<file path="src/rtl/if_id_queue.sv">
// if_id_queue: fetch-to-decode instruction buffer.
// Small FIFO of PC/instruction pairs with valid/ready on both sides.
module if_id_queue #(
  parameter int DEPTH = 2
) (
  input  logic                     reloj,
  input  logic                     reset,
  input  logic                     fetch_valid,
  input  logic [31:0]              fetch_pc,
  input  logic [31:0]              fetch_instr,
  output logic                     fetch_ready,
  input  logic                     flush,
  input  logic                     dec_ready,
  output logic                     dec_valid,
  output logic [31:0]              dec_pc,
  output logic [31:0]              dec_instr,
  output logic [31:0]              dec_pc_plus4,
  output logic [3:0]               dec_pc_hi,
  output logic [$clog2(DEPTH):0]   occupancy
);

  localparam int PW = $clog2(DEPTH);
  localparam int CW = PW + 1;
  localparam logic [CW-1:0] FULL = CW'(DEPTH);

  logic [31:0]   pc_q    [DEPTH];
  logic [31:0]   instr_q [DEPTH];
  logic [PW-1:0] wr_q, wr_d;
  logic [PW-1:0] rd_q, rd_d;
  logic [CW-1:0] cnt_q, cnt_d;
  logic          push;
  logic          pop;

  assign fetch_ready = (cnt_q != FULL);
  assign dec_valid   = (cnt_q != '0);
  assign push        = fetch_valid & fetch_ready;
  assign pop         = dec_valid & dec_ready;

  // Next pointers and count; flush drops everything in flight.
  always_comb begin
    wr_d  = wr_q;
    rd_d  = rd_q;
    cnt_d = cnt_q;
    if (flush) begin
      wr_d  = '0;
      rd_d  = '0;
      cnt_d = '0;
    end else begin
      if (push) wr_d = wr_q + PW'(1);
      if (pop)  rd_d = rd_q + PW'(1);
      unique case (1'b1)
        (push && !pop): cnt_d = cnt_q + CW'(1);
        (pop && !push): cnt_d = cnt_q - CW'(1);
        default:        cnt_d = cnt_q;
      endcase
    end
  end

  // Pointer and count registers with synchronous active-low reset.
  always_ff @(posedge reloj) begin
    if (!reset) begin
      wr_q  <= '0;
      rd_q  <= '0;
      cnt_q <= '0;
    end else begin
      wr_q  <= wr_d;
      rd_q  <= rd_d;
      cnt_q <= cnt_d;
    end
  end

  // Entry storage; contents are masked at the outputs when empty.
  always_ff @(posedge reloj) begin
    if (reset && !flush && push) begin
      pc_q[wr_q]    <= fetch_pc;
      instr_q[wr_q] <= fetch_instr;
    end
  end

  assign dec_pc       = dec_valid ? pc_q[rd_q] : 32'h0;
  assign dec_instr    = dec_valid ? instr_q[rd_q] : 32'h0;
  assign dec_pc_plus4 = dec_pc + 32'd4;
  assign dec_pc_hi    = dec_pc[31:28];
  assign occupancy    = cnt_q;

endmodule

</file>
<file path="config.mk">
export PLATFORM = sky130hd
export DESIGN_NAME = if_id_queue
export DESIGN_NICKNAME = d
export VERILOG_FILES = /design/src/rtl/if_id_queue.sv
export SDC_FILE = /design/constraint.sdc
export NUM_CORES = 1
export LEC_CHECK = 0
export CAP_MARGIN = 5
export CORE_MARGIN = 2
export CORE_UTILIZATION = 30
export CTS_BUF_LIST = sky130_fd_sc_hd__clkbuf_16
export DETAILED_ROUTE_END_ITERATION = 8
export GPL_ROUTABILITY_DRIVEN = 0
export SLEW_MARGIN = 25
export SYNTH_ARGS = -nofsm -noshare
export SYNTH_HDL_FRONTEND = slang
export SYNTH_SLANG_ARGS = --single-unit
</file>
<file path="constraint.sdc">
create_clock -name reloj -period 10.45 [get_ports reloj]
set_input_delay 2.09 -clock reloj [delete_from_list [all_inputs] [get_ports reloj]]
set_output_delay 2.09 -clock reloj [all_outputs]
set_load 0.01 [all_outputs]
</file>
* Word level (Yosys, flattened, before mapping)
Memories as Yosys holds them, arrays and structs flattened. A register that Yosys moved wholly into a read port is not among the register bits.
Cells that the tools add are included.
W data, S select, Z words.
** Word-level totals
- Flip-flop bits (word level) :: 4
- Latch bits :: 0
- RAM bits :: 128
- Memory bits (read-only) :: 0
- Bits of input ports :: 69
- Output and inout port bits :: 104
- Logic and storage cells :: 33
- Memories kept :: 2
** Memory list
- instr_q :: depth 2, bits a word 32, read ports 1, clocked after memory_dff 1, wr ports 1, RTL line 27 : logic [31:0] instr_q [DEPTH];
- pc_q :: depth 2, bits a word 32, read ports 1, clocked after memory_dff 1, wr ports 1, RTL line 26 : logic [31:0] pc_q [DEPTH];
** Cells by class
- Add/sub/neg operators :: 5
- Multipliers :: 0
- Divide/modulo/power cells :: 0
- $lt $le $gt $ge :: 0
- Equal/unequal tests :: 1
- Shift-type cells :: 0
- Muxes and demuxes :: 9
- Bitwise operators :: 3
- Reduce and logical (&&, ||, !) cells :: 10
** Operator list (count)
- $mux W32 :: 2
- $add A32 B3 Y32 const B :: 1
- $mux W1 :: 6
- $logic_and A1 B1 Y1 :: 4
- $pmux W2 S2 :: 1
- $reduce_bool A2 Y1 :: 2
- $logic_not A1 Y1 :: 3
- $add A1 B1 Y1 const B :: 2
- $add A2 B1 Y2 const B :: 1
- $and A1 B1 Y1 :: 2
- $ne A2 B2 Y1 const B :: 1
- $reduce_or A2 Y1 :: 1
- $sub A2 B1 Y2 const B :: 1
- $not A1 Y1 :: 1

* Longest topological paths before layout
Gate-level depths: netlist (run 1).
- Word-level depth :: 5
- Depth in mapped cells :: 13

* Worst setup path before layout (run 1)
Ideal clock, no wire load.
- Kind :: input-to-reg
- From :: input flush
- To :: memory instr_q[0][0] (enable)
- Setup time :: 0.564 ns
- Data arrival time :: 6.672 ns
- Path slack :: 3.214 ns
- Stages :: 2
- Path through :: nand2b_1 > nor3_1
** Between the ends
- Word-level cells in the longest chain between the ends :: 5
** RTL lines
- from (decl) :: RTL line 12 : input logic flush,
- $logic_not A1 Y1 :: RTL line 74 : if (reset && !flush && push) begin
- $logic_and A1 B1 Y1 (2 in series) :: RTL line 74
- $mux W1 :: RTL line 74
- $mux W1 (implied by the code) :: RTL line 76 : instr_q[wr_q] <= fetch_instr;
- to (decl) :: RTL line 27
Every way passes these cells.

==> metrics.txt, run 1 <==
# TYPE chip_impl_metric gauge
chip_impl_metric{name="netlist-cell-type-count",unit=""} 39
chip_impl_metric{name="path_buf_inv",unit=""} 3
chip_impl_metric{name="finalHoldViolations",unit=""} 0
chip_impl_metric{name="power.share.combinational",unit=""} 0.104
chip_impl_metric{name="synth.top_cell.area_share",unit=""} 0.6425
chip_impl_metric{name="drt_drc_violations_left",unit=""} 0
chip_impl_info{name="cts_tree",value="done"} 1
chip_impl_metric{name="postSynthNetCount",unit=""} 486
chip_impl_info{name="grt_setup_unrepaired",value="false"} 1
chip_impl_info{name="critPathSlowestCell",value="sky130_fd_sc_hd__buf_4"} 1
chip_impl_metric{name="post-cts-setup-buffers",unit=""} 0
chip_impl_metric{name="final.min_clock_period",unit="ns"} 6.402
chip_impl_metric{name="first_global_vias",unit=""} 4236
chip_impl_metric{name="crit_required",unit="ns"} 8.36
chip_impl_metric{name="routed-via-count",unit=""} 3961
chip_impl_metric{name="drive_above_1_share",unit=""} 0.1050
chip_impl_metric{name="nNetsFinal",unit=""} 658
chip_impl_metric{name="ios",unit=""} 173
chip_impl_info{name="critPathTopFamily",value="buffers and inverters"} 1
chip_impl_info{name="synthFlopType",value="sky130_fd_sc_hd__edfxtp_1"} 1
chip_impl_metric{name="antenna_cells_inserted",unit=""} 0
chip_impl_metric{name="cts-root-to-sink-buffers",unit=""} 2
chip_impl_metric{name="power_switching_share",unit=""} 0.2130
chip_impl_metric{name="core.rowCount",unit=""} 51
chip_impl_metric{name="critical_path_maximum_fanout",unit=""} 51
chip_impl_metric{name="power.clock.fraction",unit=""} 0.452
chip_impl_info{name="cts_root_buf",value="sky130_fd_sc_hd__clkbuf_16"} 1
chip_impl_metric{name="maximum_number_of_pins_on_one_net_before_global_route_repair",unit=""} 81
chip_impl_metric{name="number_of_antenna_violations_at_the_first_check_in_global_routing",unit=""} 3
chip_impl_metric{name="grt_first_pass_wirelength",unit="mm"} 23.08
chip_impl_metric{name="post_synth_instance_area",unit="sq um"} 5982
chip_impl_metric{name="timing.slew.headroom",unit=""} 0.3801
chip_impl_metric{name="routed_via_density",unit=""} 4.579
chip_impl_info{name="critical_path_class",value="flop to output pin"} 1
chip_impl_metric{name="initial_core_util",unit=""} 0.3064
chip_impl_metric{name="fmaxAchievable",unit="MHz"} 156.2
chip_impl_info{name="critPathLaunchType",value="flop"} 1
chip_impl_metric{name="number_of_enable_flip_flop_cells_after_synthesis",unit=""} 128
chip_impl_metric{name="place.detailed.hpwl",unit="mm"} 10.47
chip_impl_metric{name="synth_seq_cells",unit=""} 133
chip_impl_metric{name="route.antenna.remaining_nets",unit=""} 0
chip_impl_metric{name="route.detailed.wl_per_inst",unit="um"} 17.32
chip_impl_metric{name="route.layer.met1.wl",unit="mm"} 6.702
chip_impl_metric{name="die_w",unit="um"} 145.2
chip_impl_info{name="critical_path.reg2reg.startpoint",value="occupancy[1]"} 1
chip_impl_info{name="synth.largest_area_cell",value="sky130_fd_sc_hd__edfxtp_1"} 1
chip_impl_info{name="critical_path.cell_chain",value="buf_4 -> mux2_2 -> nand2_1 -> inv_1 -> ha_1 -> o21ai_0 -> a211oi_2 -> nand4_4 -> nor4_2 -> xor2_1 -> clkdlybuf4s50_1"} 1
chip_impl_metric{name="ctsHoldBuffers",unit=""} 0
chip_impl_metric{name="drt_iter0_drc",unit=""} 176
chip_impl_info{name="yosys-top-cells-area",value="sky130_fd_sc_hd__edfxtp_1 64%, sky130_fd_sc_hd__mux2i_1 10%, sky130_fd_sc_hd__nor2_1 4.2%, sky130_fd_sc_hd__xor2_1 2.6%, sky130_fd_sc_hd__xnor2_1 2.0%"} 1
chip_impl_metric{name="grt_util_all_layers",unit=""} 0.1417
chip_impl_metric{name="die_h",unit="um"} 145.2
chip_impl_metric{name="syn_inst",unit=""} 415
chip_impl_metric{name="die_area",unit="sq um"} 21090
chip_impl_metric{name="internal_power",unit="W"} 0.001067
chip_impl_metric{name="clkLatencyLatePin",unit="ns"} 0.41
chip_impl_metric{name="core_area",unit="sq um"} 19530
chip_impl_metric{name="postRouteWirelength",unit="mm"} 14.98
chip_impl_metric{name="static-leakage-power",unit="nW"} 2.740
chip_impl_metric{name="cellPowerDensity",unit="nW/um^2"} 158.6
chip_impl_info{name="hold_path.class",value="flop to flop"} 1
chip_impl_info{name="synth.cells.most_frequent",value="128 x sky130_fd_sc_hd__edfxtp_1, 67 x sky130_fd_sc_hd__nor2_1, 61 x sky130_fd_sc_hd__mux2i_1, 18 x sky130_fd_sc_hd__xor2_1"} 1
chip_impl_metric{name="dr_wl_met2",unit="mm"} 6.897
chip_impl_metric{name="synthToLayoutAreaGrowth",unit="%"} 42.84
chip_impl_metric{name="post_synth.cell_area_avg",unit="sq um"} 14.41
chip_impl_metric{name="vdd_ir_drop_max",unit="mV"} 0.1111
chip_impl_metric{name="fin_crit_sh",unit=""} 0.6126
chip_impl_metric{name="cts.clk_slew.worst_paths",unit="ns"} 0.05
chip_impl_metric{name="cts_resized",unit=""} 0
chip_impl_info{name="worstSetupEndpointType",value="output pin"} 1
chip_impl_metric{name="netSwitchingPower",unit="W"} 0.0002887
chip_impl_metric{name="slowest_delay",unit="ns"} 0.69
chip_impl_metric{name="maxSlewViolCount",unit=""} 0
chip_impl_metric{name="postSynth.asyncResetShare",unit=""} 0
chip_impl_metric{name="worst_pin_slew",unit="ns"} 0.9298
chip_impl_metric{name="routed-wl-met3",unit="mm"} 1.112
chip_impl_info{name="outcome",value="finished, final reports clean"} 1
chip_impl_info{name="hp-start",value="rd_q"} 1
chip_impl_metric{name="detailedRoute.firstPassIterationCount",unit=""} 6
chip_impl_metric{name="drv.max_cap_violation_count",unit=""} 0
chip_impl_metric{name="htree_levels",unit=""} 4
chip_impl_metric{name="cts_sinks",unit=""} 133
chip_impl_metric{name="ys_warnings",unit=""} 0
chip_impl_metric{name="final.setup_skew",unit="ns"} 0.006319
chip_impl_metric{name="seq_power_share",unit=""} 0.444
chip_impl_metric{name="cts_inserted_buffers",unit=""} 17
chip_impl_info{name="synth_most_common_cell",value="sky130_fd_sc_hd__edfxtp_1"} 1
chip_impl_metric{name="timing.setup.tns",unit="ns"} 0
chip_impl_metric{name="yosysSeqAreaShare",unit=""} 0.6593
chip_impl_metric{name="postLayoutCoreUtil",unit=""} 0.4376
chip_impl_metric{name="setup_viol",unit=""} 0
chip_impl_metric{name="worst_hold_slack",unit="ns"} 0.5251
chip_impl_info{name="maxUsedRoutingLayer",value="met5"} 1
chip_impl_metric{name="grt.overflow.total",unit=""} 0
chip_impl_metric{name="port_buffers",unit=""} 172
chip_impl_metric{name="cp_data_arrival_time",unit="ns"} 4.31
[registers in the layout, summed over array words and instances, names as in the netlist, named ones only]
signal,cells
wr_q,1
occupancy,2
instr_q,64
pc_q,64
rd_q,1
[cell type report]
class,instances,area (sq um)
clock buffers,17,425.4
multi-input cells,253,1878
flip-flops and latches,133,3948
fillers,1858,10980
inverters,6,22.52
repair buffers,176,1752
clock inverters,15,187.7
well taps,265,331.6
[cell families after synthesis]
family          Yosys count  synth area share
buf+inv                  29           0.02928
flops                   133            0.6593
mux                      63            0.1058
xor+xnor                 32           0.04685
fa+ha+maj                 2          0.004183
compound gates           16           0.02510
simple gates            140            0.1295
[per-layer routing]
| metal | track usage | vias to the layer above |
|---|---|---|
| met5 | 0 | - |
| met4 | 0.05245 | 6 |
| met3 | 0.05000 | 22 |
| met2 | 0.2232 | 167 |
| met1 | 0.1800 | 1885 |
| li1 | - | 1881 |
[through the flow]
stage	total power [W]	cell area, sq um	setup WS [ns]	cells
after floorplan	0.0006723	5982	3.214	415
after global placement	0.0007531	7931	4.510	833
after detailed placement	0.0007554	7931	4.450	833
after CTS	0.001371	8544	3.992	865
after global routing	0.001405	8544	3.772	865
final	0.001355	8544	4.048	865
[tightest hold or removal path: stages, from the launching register on]
cell and delay, ns:
sky130_fd_sc_hd__dfxtp_1 0.32, sky130_fd_sc_hd__xnor2_1 0.09, sky130_fd_sc_hd__nor2_1 0.08
[layout by cell type, fill, tap and decap left out, drive strengths merged, types with 7 or more instances in the layout]
master	n
clkdlybuf4s50	172
edfxtp	128
nor2	68
mux2i	61
xor2	18
clkbuf	17
nand3	16
xnor2	14
nand2	13
nor3	12
nor4	10
clkinv	9
nand3b	7
[power by group through the flow]
stage                     clock (W)  combinational [W]  sequential (W)
final                      0.000612           0.000141        0.000602
after global routing       0.000651           0.000151        0.000603
after CTS                  0.000626           0.000143        0.000602
after detailed placement          0           0.000142        0.000613
after global placement            0           0.000140        0.000613
after floorplan                   0          0.0000597        0.000613
[path summary, 6_finish.rpt]
kind	endpoint	slack (ns)	cells after the start
worst max-delay path	dec_pc_plus4[28]	4.05	11
worst min register to register	rd_q	0.53	2
worst min-delay path	rd_q	0.53	2
worst max register to register	occupancy[1]	7.66	7
No activity file was read; power rests on OpenSTA's default activity.
==> run 2: changes to the inputs <==
==> constraint.sdc (replaced) <==
create_clock -name reloj -period 6.67 [get_ports reloj]
set_input_delay 1.334 -clock reloj [delete_from_list [all_inputs] [get_ports reloj]]
set_output_delay 1.334 -clock reloj [all_outputs]
set_load 0.01 [all_outputs]
==> metrics.txt, run 2 (synthesis gave the netlist of run 1 again) <==
# TYPE chip_impl_metric gauge
chip_impl_metric{name="routed-via-count",unit=""} 3933
chip_impl_metric{name="post-cts-setup-buffers",unit=""} 0
chip_impl_metric{name="timing.slew.headroom",unit=""} 0.4004
chip_impl_metric{name="port_buffers",unit=""} 172
chip_impl_metric{name="cp_data_arrival_time",unit="ns"} 3.98
chip_impl_metric{name="core.rowCount",unit=""} 51
chip_impl_info{name="critical_path.reg2reg.startpoint",value="occupancy[1]"} 1
chip_impl_metric{name="die_area",unit="sq um"} 21090
chip_impl_metric{name="grt_util_all_layers",unit=""} 0.1438
chip_impl_info{name="hold_path.class",value="flop to flop"} 1
chip_impl_metric{name="routed_via_density",unit=""} 4.552
chip_impl_info{name="worstSetupEndpointType",value="output pin"} 1
chip_impl_metric{name="cts_sinks",unit=""} 133
chip_impl_metric{name="number_of_non_filler_instances_in_the_completed_layout",unit=""} 864
chip_impl_metric{name="synthToLayoutAreaGrowth",unit="%"} 41.75
chip_impl_metric{name="cts.clk_slew.worst_paths",unit="ns"} 0.05
chip_impl_info{name="outcome",value="finished, final reports clean"} 1
chip_impl_metric{name="final.min_clock_period",unit="ns"} 5.317
chip_impl_metric{name="die_w",unit="um"} 145.2
chip_impl_metric{name="cts_inserted_buffers",unit=""} 17
chip_impl_metric{name="final.setup_skew",unit="ns"} 0.007457
chip_impl_metric{name="ios",unit=""} 173
chip_impl_info{name="critPathLaunchType",value="flop"} 1
chip_impl_metric{name="maximum_number_of_pins_on_one_net_before_global_route_repair",unit=""} 65
chip_impl_metric{name="timing.setup.tns",unit="ns"} 0
chip_impl_metric{name="first_global_vias",unit=""} 4203
chip_impl_metric{name="dp.cells",unit=""} 833
chip_impl_metric{name="drive_above_1_share",unit=""} 0.1003
chip_impl_info{name="hp-start",value="rd_q"} 1
chip_impl_info{name="grt_setup_unrepaired",value="false"} 1
chip_impl_info{name="leading_cell_type_in_the_layout_fill_and_taps_excluded",value="sky130_fd_sc_hd__clkdlybuf4s50_1"} 1
chip_impl_info{name="regToRegEndpoint",value="occupancy[1]"} 1
chip_impl_metric{name="critical_path_maximum_fanout",unit=""} 50
chip_impl_metric{name="die_h",unit="um"} 145.2
chip_impl_metric{name="fin_crit_sh",unit=""} 0.7971
chip_impl_metric{name="vdd_ir_drop_max",unit="mV"} 0.1778
chip_impl_metric{name="drt_iter0_drc",unit=""} 187
chip_impl_metric{name="static-leakage-power",unit="nW"} 2.709
chip_impl_metric{name="detailedRoute.firstPassIterationCount",unit=""} 5
chip_impl_metric{name="place.detailed.hpwl",unit="mm"} 10.65
chip_impl_metric{name="worst_hold_path.num_cells",unit=""} 2
chip_impl_metric{name="route.detailed.wl_per_inst",unit="um"} 17.48
chip_impl_metric{name="worst_pin_slew",unit="ns"} 0.8994
chip_impl_metric{name="ctsHoldBuffers",unit=""} 0
chip_impl_metric{name="setup_viol",unit=""} 0
chip_impl_info{name="most-common-layout-cells",value="172 x sky130_fd_sc_hd__clkdlybuf4s50_1, 128 x sky130_fd_sc_hd__edfxtp_1, 67 x sky130_fd_sc_hd__nor2_1"} 1
chip_impl_metric{name="cts_resized",unit=""} 0
chip_impl_metric{name="postRouteWirelength",unit="mm"} 15.10
chip_impl_metric{name="route.antenna.remaining_nets",unit=""} 0
chip_impl_metric{name="htree_levels",unit=""} 4
chip_impl_metric{name="grt.overflow.total",unit=""} 0
chip_impl_metric{name="initial_core_util",unit=""} 0.3064
chip_impl_info{name="critical_path_class",value="flop to output pin"} 1
chip_impl_metric{name="finalHoldViolations",unit=""} 0
chip_impl_info{name="cts_tree",value="done"} 1
chip_impl_metric{name="drv.max_cap_violation_count",unit=""} 0
chip_impl_metric{name="nNetsFinal",unit=""} 658
chip_impl_metric{name="rrSetupSlack",unit="ns"} 4.10
chip_impl_metric{name="core_area",unit="sq um"} 19530
chip_impl_metric{name="fmaxAchievable",unit="MHz"} 188.1
chip_impl_metric{name="grt_first_pass_wirelength",unit="mm"} 23.40
chip_impl_info{name="cts_root_buf",value="sky130_fd_sc_hd__clkbuf_16"} 1
chip_impl_metric{name="maxSlewViolCount",unit=""} 0
chip_impl_metric{name="number_of_antenna_violations_at_the_first_check_in_global_routing",unit=""} 2
chip_impl_metric{name="cellPowerDensity",unit="nW/um^2"} 239.7
chip_impl_metric{name="cts-root-to-sink-buffers",unit=""} 2
chip_impl_info{name="min_to",value="rd_q"} 1
chip_impl_metric{name="clkLatencyLatePin",unit="ns"} 0.41
chip_impl_metric{name="crit_required",unit="ns"} 5.34
chip_impl_metric{name="drt_drc_violations_left",unit=""} 0
chip_impl_metric{name="rr_worst_depth",unit=""} 6
## run 2: cell types whose count changed in the layout (fill, tap and decap cells not counted)
cell	before	now
sky130_fd_sc_hd__inv_1	6	8
sky130_fd_sc_hd__clkinv_1	3	2
sky130_fd_sc_hd__clkinv_4	3	0
sky130_fd_sc_hd__diode_2	0	1
sky130_fd_sc_hd__clkinvlp_4	2	4
sky130_fd_sc_hd__bufinv_16	4	2
## run 2: critical path, stage by stage, from the launching register on
cell and delay, ns:
sky130_fd_sc_hd__dfxtp_4 0.68, sky130_fd_sc_hd__buf_4 0.68, sky130_fd_sc_hd__mux2i_1 0.31, sky130_fd_sc_hd__a211oi_4 0.43, sky130_fd_sc_hd__nand4_1 0.26, sky130_fd_sc_hd__nor4_2 0.41, sky130_fd_sc_hd__xor2_1 0.19, sky130_fd_sc_hd__clkdlybuf4s50_1 0.55
## run 2: metrics by stage
stage	cell area, sq um	setup slack [ns]	power (W)	hold slack [ns]	utilization
after global placement	7931	1.876	0.001180	0.4988	0.4062
after global routing	8477	1.135	0.002101	0.5868	0.4341
after floorplan	5982	0.1898	0.001053	0.4811	-
after CTS	8477	1.290	0.002053	0.5211	0.4341
final	8479	1.353	0.002032	0.5144	0.4343
after detailed placement	7931	1.745	0.001184	0.5036	0.4062
## run 2: cell type report
class	instances	area (sq um)
multi-input cells	253	1878
well taps	265	331.6
fillers	1822	11050
inverters	6	22.52
clock inverters	13	120.1
repair buffers	176	1752
diodes	1	2.502
flip-flops and latches	133	3948
clock buffers	17	425.4
## run 2: metal layers
layer / share of wire / global-route usage / up-vias
li1: - / - / 1867
met1: 0.45 / 0.1872 / 1885
met2: 0.47 / 0.2270 / 160
met3: 0.073 / 0.04906 / 17
met4: 0.010 / 0.04363 / 4
met5: 0.0020 / 0 / -
## run 2: worst max-delay path by stage
stage / startpoint / to / slack (ns) / cells after the start
final: flop / dec_pc_plus4[31] / 1.35 / 7
after global routing: flop / dec_pc_plus4[31] / 1.13 / 7
after CTS: flop / dec_pc_plus4[31] / 1.29 / 7
after detailed placement: flop / dec_pc_plus4[31] / 1.74 / 7
after global placement: flop / dec_pc_plus4[31] / 1.88 / 7
after floorplan: flush / instr_q[0][0] / 0.19 / 2
## run 2: power by group
part	switching [W]	internal (W)
Clock	0.000331	0.000536
Combinational	0.000105	0.000116
Sequential	0.00000860	0.000935
Total	0.000444	0.00159
